[src/rtl/mux_scan_pkg.sv]
// Shared types and constants for the mux scan sequencer.
package mux_scan_pkg;

    typedef enum logic [1:0] {
        IDLE    = 2'd0,
        SCAN    = 2'd1,
        PRESENT = 2'd2
    } state_e;

    localparam int unsigned NUM_CH = 4;
    localparam int unsigned SEL_W  = 2;

    localparam logic [SEL_W-1:0] LAST_SEL = SEL_W'(NUM_CH - 1);

endpackage

[src/rtl/mux_scan_sequencer_dwell_counter.sv]
// Dwell counter: counts while enabled, wraps to zero at the terminal count
// (DWELL-1), and is held at zero while clr is asserted.
module dwell_counter #(
    parameter int unsigned DWELL = 4,
    parameter int unsigned CNT_W = 8
) (
    input  logic clk,
    input  logic rst_n,
    input  logic clr,
    input  logic en,
    output logic tc
);

    localparam logic [CNT_W-1:0] TC_VAL = CNT_W'(DWELL - 1);

    logic [CNT_W-1:0] cnt_q;
    logic [CNT_W-1:0] cnt_d;

    assign tc = (cnt_q == TC_VAL);

    always_comb begin
        cnt_d = cnt_q;
        if (clr || (en && tc)) begin
            cnt_d = '0;
        end else if (en) begin
            cnt_d = cnt_q + 1'b1;
        end
    end

    always_ff @(posedge clk or negedge rst_n) begin
        if (!rst_n) begin
            cnt_q <= '0;
        end else begin
            cnt_q <= cnt_d;
        end
    end

endmodule

[src/rtl/mux_scan_sequencer.sv]
// Steps a 4:1 mux select through all channels, samples each after DWELL
// cycles and presents the packed frame over valid/ready.
// Optional parity output frame_par is enabled by MUX_SCAN_PARITY_EN.
module mux_scan_sequencer
    import mux_scan_pkg::*;
#(
    parameter int unsigned DWELL = 4,
    parameter int unsigned CNT_W = 8
) (
    input  logic                clk,
    input  logic                rst_n,
    input  logic                start,
    input  logic                continuous,
    input  logic                stop,
    input  logic                mux_out,
    output logic [SEL_W-1:0]    sel,
    output logic                busy,
    output logic [NUM_CH-1:0]   frame,
`ifdef MUX_SCAN_PARITY_EN
    output logic                frame_par,
`endif
    output logic                frame_valid,
    input  logic                frame_ready
);

    state_e              state_q;
    logic [SEL_W-1:0]    sel_q;
    logic [NUM_CH-2:0]   samp_q;
    logic [NUM_CH-1:0]   frame_q;
    logic                frame_valid_q;
    logic                cont_q;
    logic                tc;
`ifdef MUX_SCAN_PARITY_EN
    logic                frame_par_q;
`endif

    // Counter sits at zero outside SCAN, so every scan starts a fresh dwell.
    dwell_counter #(
        .DWELL (DWELL),
        .CNT_W (CNT_W)
    ) u_dwell (
        .clk   (clk),
        .rst_n (rst_n),
        .clr   (state_q != SCAN),
        .en    (state_q == SCAN),
        .tc    (tc)
    );

    always_ff @(posedge clk or negedge rst_n) begin
        if (!rst_n) begin
            state_q       <= IDLE;
            sel_q         <= '0;
            samp_q        <= '0;
            frame_q       <= '0;
            frame_valid_q <= 1'b0;
            cont_q        <= 1'b0;
`ifdef MUX_SCAN_PARITY_EN
            frame_par_q   <= 1'b0;
`endif
        end else begin
            case (state_q)
                IDLE: begin
                    sel_q <= '0;
                    if (start) begin
                        state_q <= SCAN;
                        cont_q  <= continuous & ~stop;
                    end
                end
                SCAN: begin
                    if (stop) begin
                        cont_q <= 1'b0;
                    end
                    if (tc) begin
                        if (sel_q == LAST_SEL) begin
                            // Last channel bypasses the buffer and lands in the frame directly.
                            frame_q       <= {mux_out, samp_q};
                            frame_valid_q <= 1'b1;
                            state_q       <= PRESENT;
`ifdef MUX_SCAN_PARITY_EN
                            frame_par_q   <= ^{mux_out, samp_q};
`endif
                        end else begin
                            samp_q[sel_q] <= mux_out;
                            sel_q         <= sel_q + 1'b1;
                        end
                    end
                end
                PRESENT: begin
                    if (stop) begin
                        cont_q <= 1'b0;
                    end
                    if (frame_valid_q && frame_ready) begin
                        frame_valid_q <= 1'b0;
                        sel_q         <= '0;
                        state_q       <= (cont_q && !stop) ? SCAN : IDLE;
                    end
                end
                default: begin
                    state_q <= IDLE;
                    sel_q   <= '0;
                end
            endcase
        end
    end

    assign sel         = sel_q;
    assign busy        = (state_q != IDLE);
    assign frame       = frame_q;
    assign frame_valid = frame_valid_q;
`ifdef MUX_SCAN_PARITY_EN
    assign frame_par   = frame_par_q;
`endif

endmodule
[config.mk]
export PLATFORM = sky130hd
export DESIGN_NAME = mux_scan_sequencer
export DESIGN_NICKNAME = d
export VERILOG_FILES = /design/src/rtl/mux_scan_pkg.sv /design/src/rtl/mux_scan_sequencer_dwell_counter.sv /design/src/rtl/mux_scan_sequencer.sv
export SDC_FILE = /design/constraint.sdc
export NUM_CORES = 1
export LEC_CHECK = 0
export BUFFER_PORTS_ARGS = -buffer_cell sky130_fd_sc_hd__buf_2
export CORE_ASPECT_RATIO = 1.75
export CORE_MARGIN = 4
export CORE_UTILIZATION = 25
export DETAILED_ROUTE_END_ITERATION = 10
export GPL_ROUTABILITY_DRIVEN = 0
export SETUP_SLACK_MARGIN = 0.4
export SYNTH_ARGS = -nofsm -noshare
export SYNTH_HDL_FRONTEND = slang
export SYNTH_SLANG_ARGS = --single-unit
[constraint.sdc]
create_clock -name clk -period 2.7 [get_ports clk]
set_clock_uncertainty 0.15 [all_clocks]
set_input_delay 0 -clock clk [delete_from_list [all_inputs] [get_ports clk]]
set_output_delay 0 -clock clk [all_outputs]
set_load 0.02 [all_outputs]
* Word-level counts from Yosys, hierarchy flattened *
Index checks and enable logic that the tools add are counted.

cells by class
  equal/unequal tests = 11
  order comparisons = 2
  add/sub/neg operators = 2
  reduce and logical (&&, ||, !) cells = 18
  multiplexer cells = 22
  bitwise operators = 3

operators by type and width
  cell                 number
  $mux 8               2
  $mux 2               7
  $reduce_and 3->1     4
  $ne 2x2->1 const B   5
  $add 8x1->8 const B  1
  $eq 8x2->1 const B   1
  $reduce_and 4->1     2
  $reduce_bool 2->1    4
  $mux 1               7
  $pmux 2 s3           1
  $eq 2x2->1 const B   2
  $logic_and 1x1->1    4
  $ne 2x1->1 const B   2
  $pmux 1 s2           2
  $pmux 2 s2           1
  $bwmux 3             1
  $lt 2x3->1 const B   1
  $add 2x1->2 const B  1
  $demux 1 s2          1
  $eq 2x1->1 const B   1
  $ge 2x1->1 const B   1
  $logic_not 2->1      1
  $not 1->1            2
  $reduce_or 2->1      1
  3 further kinds      3

storage, ports and cells
  flip-flop bits (word level) = 21
  bits of input ports = 7
  logic and storage cells = 65
  output and inout port bits = 8

* Depth between registers and ports, before layout *
Gate-level depths: netlist of the first run.

  depth in word-level cells = 5
  mapped depth = 6
  depth with buffers taken out = 6

* By module *
A second synthesis of the first run with hierarchy kept.

second synthesis, totals
  cells, all modules = 111
  area total of the unflattened synthesis = 1203.7 µm²

modules (own cells, without submodules)
  module              area an instance (µm²)  cells an instance  times used  seq. area each (µm²)
  mux_scan_sequencer  770.7                   66                 1           325.3
  dwell_counter       432.9                   45                 1           200.2

* Worst setup path after synthesis of the first run *
Ideal clock, no wire load.

  path kind = register to register
  start = reg u_dwell.cnt_q[0]
  end = reg samp_q[0]
  data arrival time = 1.755 ns
  path slack = 0.668 ns
  path buffers = 0
  setup time = 0.127 ns
  data required time = 2.423 ns
  stages on the path, launching flop included = 6
  period minus slack after synthesis = 2.032 ns
  path through = dfrtp_1 ha_1 or4b_4 nor3_4 nand3_1 mux2_1

between the ends
  word-level cells in the longest chain between the ends = 2

ends and longest elaborated chain
  what                               RTL line                                source
  from (decl)                        mux_scan_sequencer_dwell_counter.sv:16  logic [CNT_W-1:0] cnt_q;
  from (signal assigned)             mux_scan_sequencer_dwell_counter.sv:34  cnt_q <= cnt_d;
  $eq 8x2->1                         mux_scan_sequencer_dwell_counter.sv:19  assign tc = (cnt_q == TC_VAL);
  $reduce_and 3->1 (no source line)  -
  to (signal, indexed assignment)    mux_scan_sequencer.sv:83                samp_q[sel_q] <= mux_out;
  to (decl)                          mux_scan_sequencer.sv:28                logic [NUM_CH-2:0] samp_q;

No other way between the ends.
A chain may end at the register's enable or synchronous reset.

* Final worst setup path of the first run *
Same ends and word-level chain as after synthesis.

==> flow_metrics.py, run 1 <==
metrics = {
    "clock_network": {
        "cts_buffers": 3,
        "cts_setup_buffers": 0,
        "path_clk_slew_ns": 0.08,
        "cts_tree": "yes",
        "clock_latency_ns": 0.26,
        "numClockSinks": 21,
        "cts_htree_levels": 1,
        "cts-root-buf": "clkbuf_8",
        "clockBufferDepth": 2,
    },
    "die": {
        "coreArea_mm2": 0.00436,
        "ios": 15,
        "die_w_um": 58.6,
        "start_util_pct": 25.6,
        "std_cell_rows": 32,
        "die_h_um": 96.5,
        "fp.dieArea_mm2": 0.00565,
    },
    "worst_hold_path": {
        "holdPathStages": 3,
        "hold_path.class": "input port to flop",
        "min_from": "start",
        "hold_path_end": "cont_q",
    },
    "route": {
        "drcViolationCount": 0,
        "dr.pass1.iters": 4,
        "drt_iter0_drc": 10,
        "ant_nets": 0,
        "vias": 816,
        "wl_per_cell_um": 12.0,
        "wirelength_um": 2100,
        "viasPerCell": 4.66,
    },
    "global_routing": {
        "antenna_found_initial": 0,
        "grt_pass1_wl_um": 3620,
        "grt_pass1_vias": 829,
        "grt_use_total_pct": 8.56,
        "grt_max_degree": 22,
        "grt_overflow": 0,
    },
    "critical_path": {
        "r2r_cells": 5,
        "required_ns": 2.70,
        "crit_arrival_ns": 2.19,
        "worstSetupStartpointType": "flop",
        "endpoint_kind": "flop",
        "r2r-end": "samp_q[0]",
        "r2r_setup_slack_ns": 0.51,
        "r2r-start": "u_dwell.cnt_q[0]",
        "criticalPathCategory": "flop to flop",
        "critPathMaxFanout": 7,
    },
    "timing": {
        "layout_min_cycle_time_ns": 2.19,
        "setup-violations-final": 0,
        "hold_viol_final": 0,
        "maxSlewViolCount": 0,
        "setup_tns_ns": 0,
        "worstMarginPinSlew_ns": 0.679,
        "rsz0062_at_grt": "no",
        "relSlewSlack_pct": 54.3,
        "post-route-period-util_pct": 81.2,
        "fmax_mhz": 456,
    },
    "logic_synthesis": {
        "synthXorXnorAreaFrac_pct": 3.91,
        "synthFlopType": "dfrtp_1",
        "syn_nets": 118,
        "yosys_warnings": 0,
        "netlist_instances": 102,
        "synth_adder_area_share_pct": 10.1,
        "synth-edff-count": 0,
        "yosysSeqAreaShare_pct": 47.0,
        "synth_seq_cells": 21,
        "synthSimpleGateAreaFrac_pct": 17.3,
        "syn_area_mm2": 0.00112,
        "synth_compound_area_share_pct": 10.3,
        "yosys.area.top_type_share_pct": 47.0,
        "yosys.area.top_type": "dfrtp_1",
        "synth_commonest_cells": "21 x dfrtp_1, 9 x ha_1, 9 x inv_1, 8 x nor2_1, 7 x nand2_1",
        "synth_most_common_cell": "dfrtp_1",
        "synthMuxAreaShare_pct": 7.94,
        "ys_types": 34,
        "yosys-top-cells-area": "dfrtp_1 47%, ha_1 10%, mux2_2 4.0%",
        "async_flop_share_pct": 100,
        "synth_top_family_by_area": "simple AND/OR/NAND/NOR gates",
        "synth.avg_cell_area_um2": 11.0,
    },
    "pwr": {
        "ir_drop_uv": 274,
        "powerDensity_mw_per_mm2": 624,
        "p_leak_nw": 0.612,
        "power.total_uw": 846,
    },
    "layout": {
        "antenna_cells": 0,
        "seq_area_um2": 526,
        "multi_input_area_um2": 568,
        "area_delta_synth_final_pct": 21.3,
        "final_cells": 175,
        "fill_cells": 447,
        "nets": 141,
        "drive_above_1_share_pct": 21.8,
    },
    "place": {
        "numPortBuffers": 14,
        "dp_cells": 166,
        "dp_hpwl_um": 1630,
    },
    "run": {
        "max_cap_viol_count": 0,
    },
    "status": {
        "status": "finished, final reports clean",
    },
}
-- where the power goes --
group	total, mW	switching (mW)	leakage [nW]	internal, mW
Combinational	0.251	0.147	0.312	0.104
Clock	0.209	0.103	0.0228	0.105
Sequential	0.386	0.0315	0.277	0.355
Total	0.846	0.281	0.612	0.565
-- critical path: stages, from the launching register on --
cell and delay, ns:
dfrtp_1 0.38, ha_1 0.23, or4b_4 0.54, nor3_4 0.31, nand3_1 0.14, mux2_1 0.34
-- flip-flops by register name, indices dropped and copies added, names as in the netlist --
signal,cells
samp_q,3
cont_q,1
sel,2
frame_valid,1
frame,4
state_q,2
u_dwell.cnt_q,8
-- area by class of cell --
cell class / count / area share, %
multi-input cells: 71 / 41.9
flip-flops and latches: 21 / 38.7
repair buffers: 19 / 8.86
well taps: 51 / 4.70
clock buffers: 4 / 3.32
inverters: 9 / 2.49
-- per-layer routing --
metal | vias up | part of all wire [%] | GRT usage [%]
met3 | 5 | 4.1 | 1.86
met1 | 393 | 42 | 9.20
li1 | 403 | - | -
met5 | - | 0 | 0
met4 | 0 | 2.8 | 5.80
met2 | 15 | 51 | 14.6
-- kinds of logic (layout without fill, tap and decap cells) --
group / after synthesis / after routing
simple gates: 33 / 33
flops: 21 / 21
compound gates: 16 / 16
buf+inv: 10 / 32
fa+ha+maj: 9 / 9
mux: 8 / 8
xor+xnor: 5 / 5
-- worst max path at each step --
| stage | startpoint | to | depth (start not counted) |
|---|---|---|---|
| 6_report | u_dwell.cnt_q[0] | samp_q[0] | 5 |
| 5_1_grt | u_dwell.cnt_q[0] | samp_q[0] | 5 |
| 4_1_cts | u_dwell.cnt_q[0] | samp_q[0] | 5 |
| 3_5_place_dp | u_dwell.cnt_q[0] | samp_q[0] | 5 |
| 3_3_place_gp | u_dwell.cnt_q[0] | samp_q[0] | 5 |
| 2_1_floorplan | u_dwell.cnt_q[0] | samp_q[0] | 5 |
-- what timing repair did --
action	in CTS	in global routing
gates resized for setup	0	2
hold endpoints to repair	28	0
hold buffers	5	0
setup endpoints to repair	0	1
-- placed cells by master, fill, tap and decap left out, drive strengths merged, types with 2 or more instances in the layout --
cell type    count
a21boi           2
xnor2            3
dfrtp           21
nand2            7
inv              9
mux2             7
buf             14
xor2             2
or3              2
clkbuf           4
o21ai            5
nor3             3
nand3            6
ha               9
nor2             8
dlygate4sd3      5
-- through the flow --
step | setup slack [ns] | area [um^2] | utilization (%) | hold WS (ns)
2_1_floorplan | 0.668 | 1120 | - | -0.446
3_3_place_gp | 0.588 | 1250 | 28.6 | -0.165
3_5_place_dp | 0.508 | 1250 | 28.6 | -0.158
4_1_cts | 0.499 | 1340 | 30.8 | 0.0348
5_1_grt | 0.423 | 1360 | 31.1 | 0.0382
6_report | 0.507 | 1360 | 31.1 | 0.0405
(Power assumes the default switching activity.)
==> run 2, diff against run 1 <==
Clock period 2.7 ns to 2 ns, I/O delays scaled along.
==> run 2 against run 1 <==
  * The run now ends with setup timing left
  * Fmax increased by 9.5%
  * Non-clock buffer count up 14
  * Register-to-register slack worse by 0.51 ns
  * Largest cell class unchanged
  * Cell area increased by 12%
  * Clock power grew 31%
  * Wire length up 11%
  * Final cell count is 8.0% higher
  * Clock-buffer cell count fell by 1
  * Via count rose by 6.1%
  * Sequential power up 34%
  * Setup slack got worse by 0.51 ns
==> flow_metrics.py, run 2 (synthesis results as in run 1) <==
metrics = {
    "critical_path": {
        "slowest_delay_ns": 0.51,
        "worst-path-stages": 5,
        "crit_family": "simple AND/OR/NAND/NOR gates",
        "criticalPathCategory": "flop to flop",
        "r2r_cells": 5,
        "critPathMaxFanout": 5,
        "critPathCapture": "samp_q[2]",
        "r2r-end": "samp_q[2]",
        "crit_path_start": "u_dwell.cnt_q[0]",
        "required_ns": 2.00,
        "endpoint_kind": "flop",
        "worstSetupStartpointType": "flop",
        "crit_arrival_ns": 2.00,
        "r2r_setup_slack_ns": -0.002,
        "critPathBufInv": 0,
        "r2r-start": "u_dwell.cnt_q[0]",
        "crit_slowest_cell": "or4b_4",
        "cp_cell_sequence": "ha_2 > or4b_4 > nor3_4 > nand3_1 > mux2_1",
    },
    "layout": {
        "seq_area_um2": 526,
        "antenna_cells": 0,
        "final_cell_mix": "21 x dfrtp_1, 14 x buf_2, 13 x buf_4, 9 x inv_1",
        "largest_reg_flops": 8,
        "largest_register": "u_dwell.cnt_q",
        "nets": 155,
        "drive_above_1_share_pct": 34.1,
        "design_area_mm2": 0.00151,
        "final_cells": 189,
        "postLayoutCoreUtil_pct": 34.7,
        "fill_cells": 420,
        "multi_input_area_um2": 606,
        "layout_commonest_cell": "dfrtp_1",
        "area_delta_synth_final_pct": 35.3,
    },
    "die": {
        "die_h_um": 96.5,
        "start_util_pct": 25.6,
        "ios": 15,
        "fp.dieArea_mm2": 0.00565,
        "die_w_um": 58.6,
        "coreArea_mm2": 0.00436,
        "std_cell_rows": 32,
    },
    "timing": {
        "rsz0062_at_grt": "yes",
        "worstMarginPinSlew_ns": 0.480,
        "fmax_mhz": 499,
        "hold_viol_final": 0,
        "worst_hold_slack_ns": 0.0254,
        "layout_min_cycle_time_ns": 2.00,
        "setup-violations-final": 1,
        "relSlewSlack_pct": 68.0,
        "layout_setup_ws_ns": -0.00207,
        "post-route-period-util_pct": 100,
        "maxSlewViolCount": 0,
    },
    "pwr": {
        "switchingPower_uw": 401,
        "p_seq_share_pct": 42.3,
        "power.total_mw": 1.22,
        "p_int_uw": 821,
        "sw_frac_of_total_pct": 32.8,
        "comb_power_share_pct": 35.3,
        "p_leak_nw": 0.706,
        "powerDensity_mw_per_mm2": 807,
        "ir_drop_uv": 513,
        "p_clk_share_pct": 22.4,
    },
    "worst_hold_path": {
        "hold_path.class": "input port to flop",
    },
    "route": {
        "vias": 866,
        "viasPerCell": 4.58,
        "drt_iter0_drc": 12,
        "ant_nets": 0,
        "drcViolationCount": 0,
        "wirelength_um": 2340,
        "wl_per_cell_um": 12.4,
        "dr.pass1.iters": 3,
    },
    "clock_network": {
        "numClockSinks": 21,
        "cts_buffers": 3,
        "cts-root-buf": "clkbuf_8",
        "cts_tree": "yes",
        "clock_latency_ns": 0.26,
        "clockBufferDepth": 2,
        "cts_htree_levels": 1,
        "path_clk_slew_ns": 0.08,
    },
    "global_routing": {
        "antenna_found_initial": 0,
        "grt_max_degree": 22,
        "grt_use_total_pct": 9.83,
        "grt_pass1_vias": 968,
        "grt_pass1_wl_um": 4330,
        "grt_overflow": 0,
    },
    "run": {
        "max_cap_viol_count": 0,
    },
    "status": {
        "violations": "setup timing",
        "status": "complete, but fails checks",
    },
    "place": {
        "dp_cells": 174,
        "placed_cell_area_mm2": 0.00133,
        "dp_hpwl_um": 1780,
        "numPortBuffers": 14,
    },
}
-- run 2: how the worst min path moves through the flow --
stage	start	endpoint	slack, ns	cells past startpoint
2_1_floorplan	rst_n	cont_q	-0.45	0
3_3_place_gp	rst_n	cont_q	-0.18	1
3_5_place_dp	rst_n	cont_q	-0.17	1
4_1_cts	start	state_q[0]	0.02	3
5_1_grt	start	cont_q	0.04	3
6_report	start	cont_q	0.03	3
-- run 2: power groups by stage --
stage               registers, mW  logic (mW)  clock network (mW)
floorplan                   0.523       0.242                   0
global placement            0.520       0.354                   0
detailed placement          0.524       0.372                   0
CTS                         0.516       0.415               0.280
global route                0.524       0.491               0.298
finish                      0.517       0.431               0.274
-- run 2: stage by stage --
stage,worst slack [ns],TNS [ns]
after global routing,-0.0991,-0.585
after CTS,-0.0319,-0.0801
after global placement,0.0145,0
final,-0.00207,-0.00207
after floorplan,-0.0207,-0.0622
after detailed placement,-0.0371,-0.113
-- run 2: area by class of cell --
class                      count  area share (%)
sequential                    21            34.7
clock inverter                 1           0.331
tap                           51            4.21
multi-input combinational     71            40.0
clock buffer                   3            2.73
timing repair buffer          33            15.8
inverter                       9            2.23
-- run 2: repair_timing --
| action | in CTS | in global routing |
|---|---|---|
| hold buffers | 4 | 0 |
| gates resized for setup | 5 | 3 |
| buffers inserted | 5 | 2 |
| pin swaps | 6 | 1 |
| endpoints found under the hold margin | 28 | 0 |
| setup endpoints to repair | 18 | 19 |
-- run 2: worst reg2reg max path, stage by stage (launching register included) --
cell	delay, ns
dfrtp_1	0.36
ha_2	0.18
or4b_4	0.51
nor3_4	0.26
nand3_1	0.13
mux2_1	0.31
-- run 2: routing by layer --
metal | share of wire [%] | wire length, um | vias up | global-route usage, %
met5 | 0 | 0 | - | 0
met4 | 1.8 | 42 | 0 | 3.48
met3 | 1.9 | 44 | 5 | 1.20
met2 | 56 | 1320 | 14 | 19.2
met1 | 40 | 934 | 417 | 10.4
li1 | - | - | 430 | -
